$ cat src/rtl/alu_pkg.sv
// rtl/alu_pkg.sv - op/state encodings and result record shared by alu_pipe
package alu_pkg;

  // Widest operand any alu_pipe instance may use; the result record is sized for it.
  localparam int ALU_WMAX = 64;

  typedef enum logic [3:0] {
    OP_AND  = 4'b0000,
    OP_OR   = 4'b0001,
    OP_NOTA = 4'b0010,
    OP_NOR  = 4'b0011,
    OP_XOR  = 4'b0100,
    OP_NAND = 4'b0101,
    OP_ADD  = 4'b0110,
    OP_SUB  = 4'b0111,
    OP_SLT  = 4'b1000,
    OP_SLL  = 4'b1001,
    OP_SRL  = 4'b1010,
    OP_SRA  = 4'b1011,
    OP_MULU = 4'b1100
  } op_e;

  typedef enum logic {
    S_IDLE = 1'b0,
    S_MUL  = 1'b1
  } state_e;

  typedef struct packed {
    logic [ALU_WMAX-1:0] y;
    logic                cout;
    logic                negative;
    logic                zero;
    logic                overflow;
  } result_t;

  // Builds a w-bit-wide result: y is masked to w bits, negative/zero derived from that slice.
  function automatic result_t make_result(input logic [ALU_WMAX-1:0] y, input int unsigned w,
                                          input logic cout, input logic overflow);
    result_t             r;
    logic [ALU_WMAX-1:0] m;
    m          = {ALU_WMAX{1'b1}} >> (ALU_WMAX - w);
    r.y        = y & m;
    r.cout     = cout;
    r.negative = |(r.y & (m ^ (m >> 1)));
    r.zero     = (r.y == '0);
    r.overflow = overflow;
    return r;
  endfunction

endpackage

$ cat src/rtl/alu_mul_iter.sv
// rtl/alu_mul_iter.sv - W-cycle shift-add unsigned multiplier, one multiplier bit per step
module alu_mul_iter #(
  parameter int W = 32
) (
  input  logic           clk,
  input  logic           rst_n,
  input  logic           i_start,
  input  logic           i_step,
  input  logic [W-1:0]   i_a,
  input  logic [W-1:0]   i_b,
  output logic           o_done,
  output logic [2*W-1:0] o_product
);

  localparam int SHW = $clog2(W);

  logic [2*W-1:0] r_mcand;
  logic [2*W-1:0] r_acc;
  logic [W-1:0]   r_mplier;
  logic [SHW-1:0] r_cnt;
  logic [2*W-1:0] w_acc_next;

  assign w_acc_next = r_acc + (r_mplier[0] ? r_mcand : '0);

  // o_product is the accumulator after the current step, so on the last
  // step the caller can register the full product at the same edge.
  assign o_done    = (r_cnt == SHW'(W - 1));
  assign o_product = w_acc_next;

  always_ff @(posedge clk or negedge rst_n) begin
    if (!rst_n) begin
      r_mcand  <= '0;
      r_acc    <= '0;
      r_mplier <= '0;
      r_cnt    <= '0;
    end else if (i_start) begin
      r_mcand  <= {{W{1'b0}}, i_a};
      r_acc    <= '0;
      r_mplier <= i_b;
      r_cnt    <= '0;
    end else if (i_step) begin
      r_acc    <= w_acc_next;
      r_mcand  <= r_mcand << 1;
      r_mplier <= r_mplier >> 1;
      r_cnt    <= r_cnt + SHW'(1);
    end
  end

endmodule

$ cat src/rtl/alu_pipe.sv
// rtl/alu_pipe.sv - registered valid/ready ALU with single-cycle ops and iterative multiply
module alu_pipe #(
  parameter int W = 32
) (
  input  logic         clk,
  input  logic         rst_n,
  input  logic         in_valid,
  output logic         in_ready,
  input  logic [W-1:0] a,
  input  logic [W-1:0] b,
  input  logic [3:0]   sel,
  input  logic         cin,
  output logic         out_valid,
  input  logic         out_ready,
  output logic [W-1:0] y,
  output logic         cout,
  output logic         negative,
  output logic         zero,
  output logic         overflow,
  output logic         busy
);

  import alu_pkg::*;

  localparam int SHW = $clog2(W);

  state_e         r_state;
  logic           r_busy;
  logic           r_out_valid;
  result_t        r_res;

  result_t        w_comb_res;
  result_t        w_mul_res;
  logic [W-1:0]   w_b_eff;
  logic [W-1:0]   w_y;
  logic [W:0]     w_sum;
  logic [SHW-1:0] w_shamt;
  logic           w_cout;
  logic           w_ovf;
  logic           w_out_free;
  logic           w_in_fire;
  logic           w_is_mul;
  logic           w_mul_done;
  logic           w_mul_step;
  logic [2*W-1:0] w_mul_prod;
  logic           w_unused;

  assign w_out_free = !r_out_valid || out_ready;
  assign in_ready   = rst_n && (r_state == S_IDLE) && w_out_free;
  assign w_in_fire  = in_valid && in_ready;
  assign w_is_mul   = (sel == OP_MULU);

  assign w_shamt = b[SHW-1:0];
  assign w_b_eff = (sel == OP_SUB) ? ~b : b;
  assign w_sum   = {1'b0, a} + {1'b0, w_b_eff} + {{W{1'b0}}, cin};

  always_comb begin
    w_y    = '0;
    w_cout = 1'b0;
    w_ovf  = 1'b0;
    case (op_e'(sel))
      OP_AND:  w_y = a & b;
      OP_OR:   w_y = a | b;
      OP_NOTA: w_y = ~a;
      OP_NOR:  w_y = ~(a | b);
      OP_XOR:  w_y = a ^ b;
      OP_NAND: w_y = ~(a & b);
      OP_ADD, OP_SUB: begin
        w_y    = w_sum[W-1:0];
        w_cout = w_sum[W];
        w_ovf  = (a[W-1] == w_b_eff[W-1]) && (w_sum[W-1] != a[W-1]);
      end
      OP_SLT:  w_y[0] = $signed(a) < $signed(b);
      OP_SLL:  w_y = a << w_shamt;
      OP_SRL:  w_y = a >> w_shamt;
      OP_SRA:  w_y = $signed(a) >>> w_shamt;
      default: w_y = '0;
    endcase
  end

  assign w_comb_res = make_result(ALU_WMAX'(w_y), W, w_cout, w_ovf);
  assign w_mul_res  = make_result(ALU_WMAX'(w_mul_prod[W-1:0]), W, 1'b0, |w_mul_prod[2*W-1:W]);

  // The last iteration is held until the output slot is free, so a pending
  // result is never overwritten.
  assign w_mul_step = (r_state == S_MUL) && (!w_mul_done || w_out_free);

  alu_mul_iter #(.W(W)) u_mul (
    .clk       (clk),
    .rst_n     (rst_n),
    .i_start   (w_in_fire && w_is_mul),
    .i_step    (w_mul_step),
    .i_a       (a),
    .i_b       (b),
    .o_done    (w_mul_done),
    .o_product (w_mul_prod)
  );

  always_ff @(posedge clk or negedge rst_n) begin
    if (!rst_n) begin
      r_state     <= S_IDLE;
      r_busy      <= 1'b0;
      r_out_valid <= 1'b0;
      r_res       <= '0;
    end else begin
      case (r_state)
        S_IDLE: begin
          if (w_in_fire) begin
            if (w_is_mul) begin
              r_state     <= S_MUL;
              r_busy      <= 1'b1;
              r_out_valid <= 1'b0;
            end else begin
              r_res       <= w_comb_res;
              r_out_valid <= 1'b1;
            end
          end else if (out_ready) begin
            r_out_valid <= 1'b0;
          end
        end
        S_MUL: begin
          if (w_mul_done && w_out_free) begin
            r_res       <= w_mul_res;
            r_out_valid <= 1'b1;
            r_busy      <= 1'b0;
            r_state     <= S_IDLE;
          end else if (out_ready) begin
            r_out_valid <= 1'b0;
          end
        end
      endcase
    end
  end

  assign out_valid = r_out_valid;
  assign busy      = r_busy;
  assign y         = r_res.y[W-1:0];
  assign cout      = r_res.cout;
  assign negative  = r_res.negative;
  assign zero      = r_res.zero;
  assign overflow  = r_res.overflow;
  assign w_unused  = ^r_res.y;

endmodule
$ cat config.mk
export PLATFORM = sky130hd
export DESIGN_NAME = alu_pipe
export DESIGN_NICKNAME = d
export VERILOG_FILES = /design/src/rtl/alu_pkg.sv /design/src/rtl/alu_mul_iter.sv /design/src/rtl/alu_pipe.sv
export SDC_FILE = /design/constraint.sdc
export NUM_CORES = 1
export LEC_CHECK = 0
export CAP_MARGIN = 30
export CORE_MARGIN = 2
export CORE_UTILIZATION = 42
export DETAILED_ROUTE_END_ITERATION = 10
export HOLD_SLACK_MARGIN = 0.08
export PLACE_DENSITY_LB_ADDON = 0.15
export SYNTH_ARGS = -nofsm -noshare
export SYNTH_HDL_FRONTEND = slang
export SYNTH_SLANG_ARGS = --single-unit
$ cat constraint.sdc
create_clock -name clk -period 5.6 [get_ports clk]
set_input_delay 0.56 -clock clk [delete_from_list [all_inputs] [get_ports clk]]
set_output_delay 0.56 -clock clk [all_outputs]
set_load 0.02 [all_outputs]
Word level (Yosys, flattened, before mapping)
Cells that the tools add are included.
{"block": "totals", "word_cells": 97, "output_inout_bits": 39, "regBits": 204}
{"block": "classes", "n_eq_ne": 19, "addsub": 4, "n_bitwise": 8, "shifts": 3, "muxes": 31, "n_lt_le_gt_ge": 1, "reduce_logical": 19}
{"operator": "$mux 64", "n": 5}
{"operator": "$pmux 31 s10", "n": 1}
{"operator": "$logic_not 64->1", "n": 2}
{"operator": "$not 32->32", "n": 4}
{"operator": "$mux 36", "n": 3}
{"operator": "$mux 32", "n": 3}
{"operator": "$pmux 36 s2", "n": 1}
{"operator": "$add 64x64->64", "n": 1}
{"operator": "$add 32x32->33", "n": 1}
{"operator": "$add 33x1->33", "n": 1}
{"operator": "$and 32x32->32", "n": 1}
{"operator": "$lt 32x32->1", "n": 1}
{"operator": "$or 32x32->32", "n": 1}
{"operator": "$reduce_or 32->1", "n": 1}
{"operator": "$shl 32x5->32", "n": 1}
{"operator": "$shr 32x5->32", "n": 1}
{"operator": "$sshr 32x5->32", "n": 1}
{"operator": "$xor 32x32->32", "n": 1}
{"operator": "$eq 4x4->1 const B", "n": 5}
{"operator": "$eq 4x3->1 const B", "n": 4}
{"operator": "$mux 1", "n": 12}
{"operator": "$pmux 1 s11", "n": 1}
{"operator": "$mux 5", "n": 2}
{"operator": "$eq 4x2->1 const B", "n": 2}
{"operator": "other kinds (16)", "n": 29}

Longest topological paths before layout
Gate-level depths: netlist of run 1.
{"block": "logic_depth", "ltp_word": 10, "ltp_mapped": 23, "mapped_depth_nobuf": 18}

Hierarchy
Synthesis of run 1 repeated with hierarchy kept, for this count alone.
{"block": "unflattened", "hier_cells": 2896, "hier_area_um2": 23974.2}
{"mod": "alu_pipe", "seq_area_each_um2": 950.9, "cells_each": 1612, "instances": 1, "area_per_inst_um2": 12408.2}
{"mod": "alu_mul_iter", "seq_area_each_um2": 4129.0, "cells_each": 1284, "instances": 1, "area_per_inst_um2": 11566.1}

Worst setup path before layout of run 1
Ideal clock, no wire load.
{"block": "synth_timing", "kind": "in2reg", "from": "input sel[1]", "to": "register r_res, in the netlist zero", "stages": 21, "required_ps": 5535, "n_path_buf": 6, "slack_ps": -163, "arrival_ps": 5698, "cell_sequence": "clkbuf_1 buf_2 and3_1 clkbuf_1 clkbuf_1 buf_1 nand2_1 buf_1 xnor2_1 fa_1 nor2b_1 o2111ai_1 a2111oi_0 a211oi_1 a311oi_1 nor3_1 a31o_2 a2111o_1 nor4b_1 and4_1 a31o_1"}
{"block": "synth_between", "elab_chain_cells": 9, "elab_cells_between_ends": 25}
{"item": "start: declaration", "line": "alu_pipe.sv:11", "text": "input logic [3:0] sel,"}
{"item": "$eq 4x3->1", "line": "alu_pipe.sv:54, alu_pipe.sv:61"}
{"item": "$mux 32", "line": "alu_pipe.sv:54", "text": "assign w_b_eff = (sel == OP_SUB) ? ~b : b;"}
{"item": "$add 32x32->33", "line": "alu_pipe.sv:55", "text": "assign w_sum = {1'b0, a} + {1'b0, w_b_eff} + {{W{1'b0}}, cin};"}
{"item": "$add 33x1->33", "line": "alu_pipe.sv:55"}
{"item": "$pmux 1 s11 / $pmux 31 s10 (equally long branches)", "line": "alu_pipe.sv:61", "text": "case (op_e'(sel))"}
{"item": "$logic_not 64->1", "line": "alu_pkg.sv:45", "text": "r.zero = (r.y == '0);"}
{"item": "$mux 36", "line": "alu_pipe.sv:109", "text": "if (w_is_mul) begin"}
{"item": "$mux 36", "line": "alu_pipe.sv:108", "text": "if (w_in_fire) begin"}
{"item": "$pmux 36 s2", "line": "alu_pipe.sv:106", "text": "case (r_state)"}
{"item": "end signal: assignment", "line": "alu_pipe.sv:114", "text": "r_res <= w_comb_res;"}
{"item": "end signal: assignment", "line": "alu_pipe.sv:123", "text": "r_res <= w_mul_res;"}
{"item": "end: declaration", "line": "alu_pipe.sv:30", "text": "result_t r_res;"}
Parallel ways exist; a longest one is shown, timed or not. The select of a mux whose other input is x is not followed.
A chain may end at the register's enable or synchronous reset.

Worst setup path in the final report of run 1
{"block": "layout_timing", "from": "register u_mul.r_mplier[0]", "to": "register r_res, in the netlist overflow"}
{"block": "layout_between", "elab_chain_cells": 5}
{"item": "start: declaration", "line": "alu_mul_iter.sv:19", "text": "logic [W-1:0] r_mplier;"}
{"item": "start signal: assignment", "line": "alu_mul_iter.sv:39", "text": "r_mplier <= i_b;"}
{"item": "start signal: assignment", "line": "alu_mul_iter.sv:44", "text": "r_mplier <= r_mplier >> 1;"}
{"item": "$mux 64", "line": "alu_mul_iter.sv:23", "text": "assign w_acc_next = r_acc + (r_mplier[0] ? r_mcand : '0);"}
{"item": "$add 64x64->64", "line": "alu_mul_iter.sv:23"}
{"item": "$reduce_or 32->1", "line": "alu_pipe.sv:82", "text": "assign w_mul_res = make_result(ALU_WMAX'(w_mul_prod[W-1:0]), W, 1'b0, |w_mul_prod[2*W-1:W]);"}
{"item": "$mux 36", "line": "alu_pipe.sv:122", "text": "if (w_mul_done && w_out_free) begin"}
{"item": "$pmux 36 s2", "line": "alu_pipe.sv:106"}
Every way passes these cells. The select of a mux whose other input is x is not followed.

==> results.tsv, run 1 <==
stage	metric	value	unit
outcome	outcome	finished clean	
timing	Tightest Pin Transition	1.03	ns
pwr	Leak	11.1	nW
synth	yosys synthesis warning count	0	
cells_and_area	Area Overhead vs Synth	12.6	%
synth	synthesized area	0.0226	mm²
run	number of max-cap violations	0	
global_route	total grt overflow	0	
pwr	PwrDens	212	mW/mm²
clock_network	root buffer cell	clkbuf_16	
clock_network	clock sink total	203	
detailed_routing	iteration count of the initial detailed-routing pass	6	
clock_network	Worst-path clk slew	0.06	ns
detailed_routing	DR vias	23450	
global_route	first-pass GRT wire length	142	mm
timing	fin crit share	0.926	
detailed_routing	WL per Instance	26.0	µm
critical_path	CP Launch Type	flop	
detailed_routing	routed wire length	95.0	mm
synth	Netlist cell types	83	
floorplanning	DIE WIDTH	236	µm
timing	TNS Setup	0	ns
place	Post-DP HPWL	73.1	mm
detailed_routing	Post-DRT Antenna Nets	0	
cells_and_area	commonest cells after routing, fill and taps aside	451 x nand2_1, 238 x nor2_1, 234 x o21ai_0, 210 x a21oi_1, 203 x dfrtp_1	
floorplanning	core area	0.0529	mm²
synth	cell taking the most area after synthesis	dfrtp_1	
cells_and_area	Core Util, Final	0.480	
cells_and_area	Antenna Cells	0	
clock_network	CTS tree	done	
clock_network	clock buffer depth	3	
synth	Seq/Total Area, Yosys	0.225	
cells_and_area	nets@finish	3213	
detailed_routing	vias per cell	6.42	
synth	ys async rst share	1.00	
clock_network	total CTS buffers	26	
clock_network	H-tree depth	1	
timing	final setup margin	0.412	ns
synth	Synth Flop Type	dfrtp_1	
synth	Yosys top cell area share	0.225	
floorplanning	std cell rows	84	
cells_and_area	most common cell after layout, fill and taps aside	nand2_1	
hold_path	worst min-delay path class	flop to flop	
critical_path	critical path type	flop to flop	
detailed_routing	Detailed Route Iter0 Violations	2557	
timing	Slew headroom	0.305	
floorplanning	die height	236	µm
clock_network	Clock Latency Late Sink	0.57	ns
floorplanning	starting density of the core	0.427	
timing	RSZ-0062 raised after global routing	no	
timing	final setup fails	0	
critical_path	Worst Path Arrival	5.62	ns
synth	flops & latches, synth	203	
floorplanning	I/O pins	112	
timing	FMAX	193	MHz
pwr	Final Power	5.37	mW
synth	Post-synth EDFFs	0	
synth	Mapped Avg Cell Area	7.74	µm²
timing	Min Hold Slack	0.469	ns
synth	top cells by area, synth	dfrtp_1 23%, ha_1 11%, nand2_1 7.5%, mux4_2 5.8%, o21ai_0 5.2%	
timing	Final Hold Vio Count	0	
global_route	pin count of the biggest net entering global routing	134	
global_route	GR Util All Layers	0.334	
timing	Min Clock Period, post-route	5.19	ns
synth	Mapped Cells	2915	
critical_path	crit path max fanout	27	
place	Setup Slack @ Placement	0.161	ns
synth	syn nets	3184	
place	Placer Congestion	1.02	
place	I/O Buffers	111	
floorplanning	die area	0.0556	mm²
detailed_routing	DRC viols	0	
global_route	vias in the first global route	22315	
critical_path	worst path required time	6.03	ns
timing	max-slew violations	0	
critical_path	Crit. End Element	flop	
timing	clk_skew	0.0282	ns
global_route	initial antenna violation count	1	
pwr	Max IR drop VDD	0.217	mV
cells_and_area	share of layout cells above drive strength 1	0.0908	
## logic make-up after synthesis
| logic type | count (synthesis) | share of synthesized area |
|---|---|---|
| AND/OR/NAND/NOR | 1023 | 0.206 |
| flip-flops | 203 | 0.225 |
| buffers and inverters | 330 | 0.0583 |
| adder cells (fa/ha/maj) | 196 | 0.110 |
| AO/OA/AOI/OAI | 881 | 0.249 |
| multiplexers | 156 | 0.103 |
| XOR/XNOR | 126 | 0.0489 |
## routing by layer
metal | wire length [µm] | GRT usage | vias up | share of wire
met5 | 0 | 0 | - | 0
met1 | 41400 | 0.468 | 11389 | 0.44
met3 | 8540 | 0.0612 | 229 | 0.090
li1 | - | - | 10627 | -
met2 | 40600 | 0.506 | 1205 | 0.43
met4 | 4440 | 0.133 | 0 | 0.047
## final cells by class
cell class	instances	area (µm²)
well taps	688	861
flip-flops and latches	203	5080
clock buffers	38	756
clock inverters	8	88.8
inverters	107	402
repair buffers	224	1980
fillers	5274	27500
multi-input cells	2382	16200
## what timing repair did
action / CTS / global route
gates resized for setup: 0 / 0
buffers inserted: 0 / 0
endpoints found under the hold margin: 50 / 0
hold buffers: 1 / 0
## critical path: stages, from the launching register on
cell and delay (ns):
dfrtp_1 0.92, buf_4 0.31, and2_1 0.16, ha_1 0.25, nand2_1 0.15, nor4_1 0.58
o211ai_1 0.18, nand2_1 0.14, a31oi_1 0.19, a2111oi_0 0.89, nand2b_1 0.22, xnor2_1 0.16
nand4_1 0.20, nor4_1 0.36, a41o_1 0.27, a21oi_1 0.07
## where the power goes
part	switching [mW]	total [mW]	internal, mW
sequential	0.133	1.77	1.63
combinational	1.21	1.93	0.715
clock	0.699	1.68	0.980
## flip-flops by register name, indices dropped and copies added (netlist names)
register and count:
cout 1, r_state 1, u_mul.r_acc 64, u_mul.r_mcand 64, busy 1, out_valid 1
u_mul.r_mplier 32, overflow 1, u_mul.r_cnt 5, y 32, zero 1
## metrics by stage
step	cells	cell area, µm²
after global routing	3650	25400
after floorplan	2915	22600
after detailed placement	3603	24500
after CTS	3650	25400
final	3650	25400
after global placement	3601	24500
## synthesized netlist by cell type, drive strengths merged (50+ instances only)
library cell / instances
a21oi: 211
a22oi: 57
and2: 74
clkbuf: 174
dfrtp: 203
ha: 193
inv: 103
mux2i: 71
mux4: 58
nand2: 453
nor2: 240
o21ai: 237
xnor2: 76
xor2: 50
## final timing paths
kind                                                    start                             end  slack [ns]  cells past startpoint
worst max-delay path            u_mul.r_mplier[0]$_DFFE_PN0P_            overflow$_DFFE_PN0P_        0.41                     15
worst min-delay path                        y[19]$_DFFE_PN0P_               y[19]$_DFFE_PN0P_        0.47                      2
worst max register to register  u_mul.r_mplier[0]$_DFFE_PN0P_            overflow$_DFFE_PN0P_        0.41                     15
worst min register to register              y[19]$_DFFE_PN0P_               y[19]$_DFFE_PN0P_        0.47                      2
max in group asynchronous                               rst_n   u_mul.r_mcand[14]$_DFFE_PN0P_        3.33                      4
min in group asynchronous                               rst_n  u_mul.r_mplier[31]$_DFFE_PN0P_        0.52                      2
(Power assumes the default switching activity.)
==> run 2, diff against run 1 <==
--- a/config.mk
+++ b/config.mk
@@ -11,6 +11,7 @@
 export DETAILED_ROUTE_END_ITERATION = 10
 export HOLD_SLACK_MARGIN = 0.08
 export PLACE_DENSITY_LB_ADDON = 0.15
+export REMOVE_ABC_BUFFERS = 1
 export SYNTH_ARGS = -nofsm -noshare
 export SYNTH_HDL_FRONTEND = slang
 export SYNTH_SLANG_ARGS = --single-unit
==> run 2 against run 1 <==
  * Core utilization is 0.67 points higher
  * Critical path depth is 4 higher
  * Register-to-register slack better by 0.21 ns
  * Clock power hardly changed
  * Sequential share of layout area is 0.28 points lower
  * Combinational power is 4% higher
  * Flip-flop and latch count stayed put
  * Maximum frequency is 2.1% higher
  * Count of clock-buffer cells in the layout is 4 lower
  * Sequential power hardly changed
  * Non-clock buffer count is 44 higher
  * Clock skew is 0.0065 ns higher
  * Largest power group unchanged
==> results.tsv, run 2 (same netlist as run 1, synthesis figures left out) <==
stage	metric	value	unit	change
floorplanning	I/O pins	112		unchanged
detailed_routing	top routing layer used	met5		
timing	clk_skew	0.0348	ns	+0.00655 ns
pwr	Final Power	5.43	mW	+1.1%
cells_and_area	nets@finish	3257		+1.4%
global_route	GR Util All Layers	0.354		+0.0201
critical_path	crit path max fanout	12		-56%
timing	Tightest Pin Transition	1.02	ns	-0.0141 ns
timing	final setup margin	0.517	ns	+0.105 ns
critical_path	Worst Path Arrival	5.59	ns	-0.03 ns
detailed_routing	Detailed Route Iter0 Violations	2682		+4.9%
cells_and_area	Layout Cells excl Fill	3694		+1.2%
clock_network	Clock Latency Late Sink	0.56	ns	about the same
timing	Slew headroom	0.317		+0.0121
detailed_routing	routed wire length	101	mm	+5.8%
cells_and_area	fillcell total	5353		+1.5%
global_route	pin count of the biggest net entering global routing	124		-7.5%
timing	max-slew violations	0		unchanged
detailed_routing	metal1 wirelength	43.0	mm	+3.9%
cells_and_area	Top Registers	u_mul.r_acc: 64 flops, u_mul.r_mcand: 64 flops		
critical_path	critical path type	primary input to flop		
timing	RSZ-0062 raised after global routing	no		
hold_path	worst min-delay path class	primary input to flop		
clock_network	Worst-path clk slew	0.06	ns	about the same
place	Placer Congestion	1.01		-0.34%
clock_network	postcts setup bufs	0		unchanged
floorplanning	core area	0.0529	mm²	unchanged
cells_and_area	commonest cells after routing, fill and taps aside	451 x nand2_1, 238 x nor2_1, 234 x o21ai_0, 210 x a21oi_1, 203 x dfrtp_1		
detailed_routing	Post-DRT Antenna Nets	0		unchanged
timing	fin crit share	0.908		-0.0188
detailed_routing	DR vias	23713		+1.1%
floorplanning	die area	0.0556	mm²	unchanged
detailed_routing	WL per Instance	27.2	µm	+4.6%
clock_network	clock buffer depth	3		unchanged
global_route	total grt overflow	0		unchanged
floorplanning	DIE WIDTH	236	µm	unchanged
timing	Min Clock Period, post-route	5.08	ns	-0.105 ns
clock_network	H-tree depth	1		unchanged
timing	TNS Setup	0	ns	unchanged
place	Placed Area	0.0249	mm²	+1.4%
run	number of max-cap violations	0		unchanged
detailed_routing	iteration count of the initial detailed-routing pass	6		unchanged
timing	FMAX	197	MHz	+2.1%
pwr	PwrDens	211	mW/mm²	-0.29%
clock_network	clock sink total	203		unchanged
cells_and_area	Final Cell Area	0.0257	mm²	+1.4%
outcome	outcome	finished clean		
floorplanning	starting density of the core	0.427		unchanged
cells_and_area	most common cell after layout, fill and taps aside	nand2_1		
timing	final setup fails	0		unchanged
critical_path	Crit. End Element	flop		
clock_network	root buffer cell	clkbuf_16		
detailed_routing	metal3 WL	8.63	mm	+1.1%
place	Setup Slack @ Placement	0.0996	ns	-0.0619 ns
global_route	first-pass GRT wire length	150	mm	+5.5%
detailed_routing	DRC viols	0		unchanged
timing	Final Hold Vio Count	0		unchanged
clock_network	CTS tree	done		
pwr	Leak	11.3	nW	+2.0%
pwr	Max IR drop VDD	0.216	mV	-0.28%
floorplanning	std cell rows	84		unchanged
global_route	vias in the first global route	23034		+3.2%
place	I/O Buffers	111		unchanged
clock_network	total CTS buffers	26		unchanged
global_route	initial antenna violation count	4		+3
place	Post-DP HPWL	77.7	mm	+6.3%
cells_and_area	share of layout cells above drive strength 1	0.104		+0.0130
detailed_routing	vias per cell	6.42		about the same
cells_and_area	Area Overhead vs Synth	14.1	%	
critical_path	worst path required time	6.10	ns	+0.07 ns
timing	Min Hold Slack	0.421	ns	-0.0483 ns
floorplanning	die height	236	µm	unchanged
detailed_routing	Met2 Wirelength	44.3	mm	+8.9%
place	DP Cell Count	3647		+1.2%
cells_and_area	Antenna Cells	0		unchanged
critical_path	CP Launch Type	primary input		
cells_and_area	Core Util, Final	0.487		+0.00670
## run 2: cell count changes in the layout (fill, tap and decap cells not counted), sizes merged
cell      delta
buf         +44
clkinv       +5
clkbuf       -4
bufinv       +1
clkinvlp     -1
inv          -1
## run 2: layer usage
layer / GRT usage / vias up
met4: 0.147 / 6
met2: 0.551 / 1125
met5: 0 / -
li1: - / 10727
met1: 0.478 / 11627
met3: 0.0723 / 228
## run 2: area by class of cell
type                            count  area, µm²  area share
Inverter                          107        402      0.0156
Clock buffer                       34        711      0.0276
Sequential cell                   203       5080       0.197
Timing Repair Buffer              268       2350      0.0913
Tap cell                          688        861      0.0334
Multi-Input combinational cell   2382      16200       0.629
Clock inverter                     12        135     0.00525
## run 2: power by group
part           leakage (nW)  internal [mW]  switching [mW]  total (mW)
Sequential             2.77           1.63           0.122        1.76
Clock                 0.415          0.986           0.683        1.67
Combinational          8.13          0.749            1.26        2.01
## run 2: path summary, 6_finish.rpt
kind | startpoint | to | slack [ns] | depth (start not counted)
setup / recovery | sel[3] | zero$_DFFE_PN0P_ | 0.52 | 19
hold / removal | b[3] | u_mul.r_mplier[3]$_DFFE_PN0P_ | 0.42 | 3
setup reg to reg | u_mul.r_mplier[0]$_DFFE_PN0P_ | overflow$_DFFE_PN0P_ | 0.62 | 15
hold reg to reg | y[19]$_DFFE_PN0P_ | y[19]$_DFFE_PN0P_ | 0.47 | 2
max in group asynchronous | rst_n | u_mul.r_mcand[54]$_DFFE_PN0P_ | 3.23 | 4
min in group asynchronous | rst_n | u_mul.r_mplier[26]$_DFFE_PN0P_ | 0.46 | 2
## run 2: repair_timing
| item | 4_1_cts | 5_1_grt |
|---|---|---|
| hold buffers | 1 | 0 |
| resized for setup | 0 | 0 |
| hold endpoints to repair | 26 | 0 |
## run 2: critical path, stage by stage
cell and delay (ns):
clkdlybuf4s50_1 0.47, inv_1 0.06, and3_1 0.21, nand2_2 0.12, buf_4 0.26, xnor2_1 0.10
ha_1 0.36, o2111ai_1 0.23, a2111oi_0 0.79, a211oi_1 0.23, o31ai_1 0.33, xor2_1 0.12
a221oi_1 0.40, nand4_1 0.11, or4_1 0.48, nor4_1 0.27, buf_4 0.17, and4_1 0.17
a31o_1 0.14
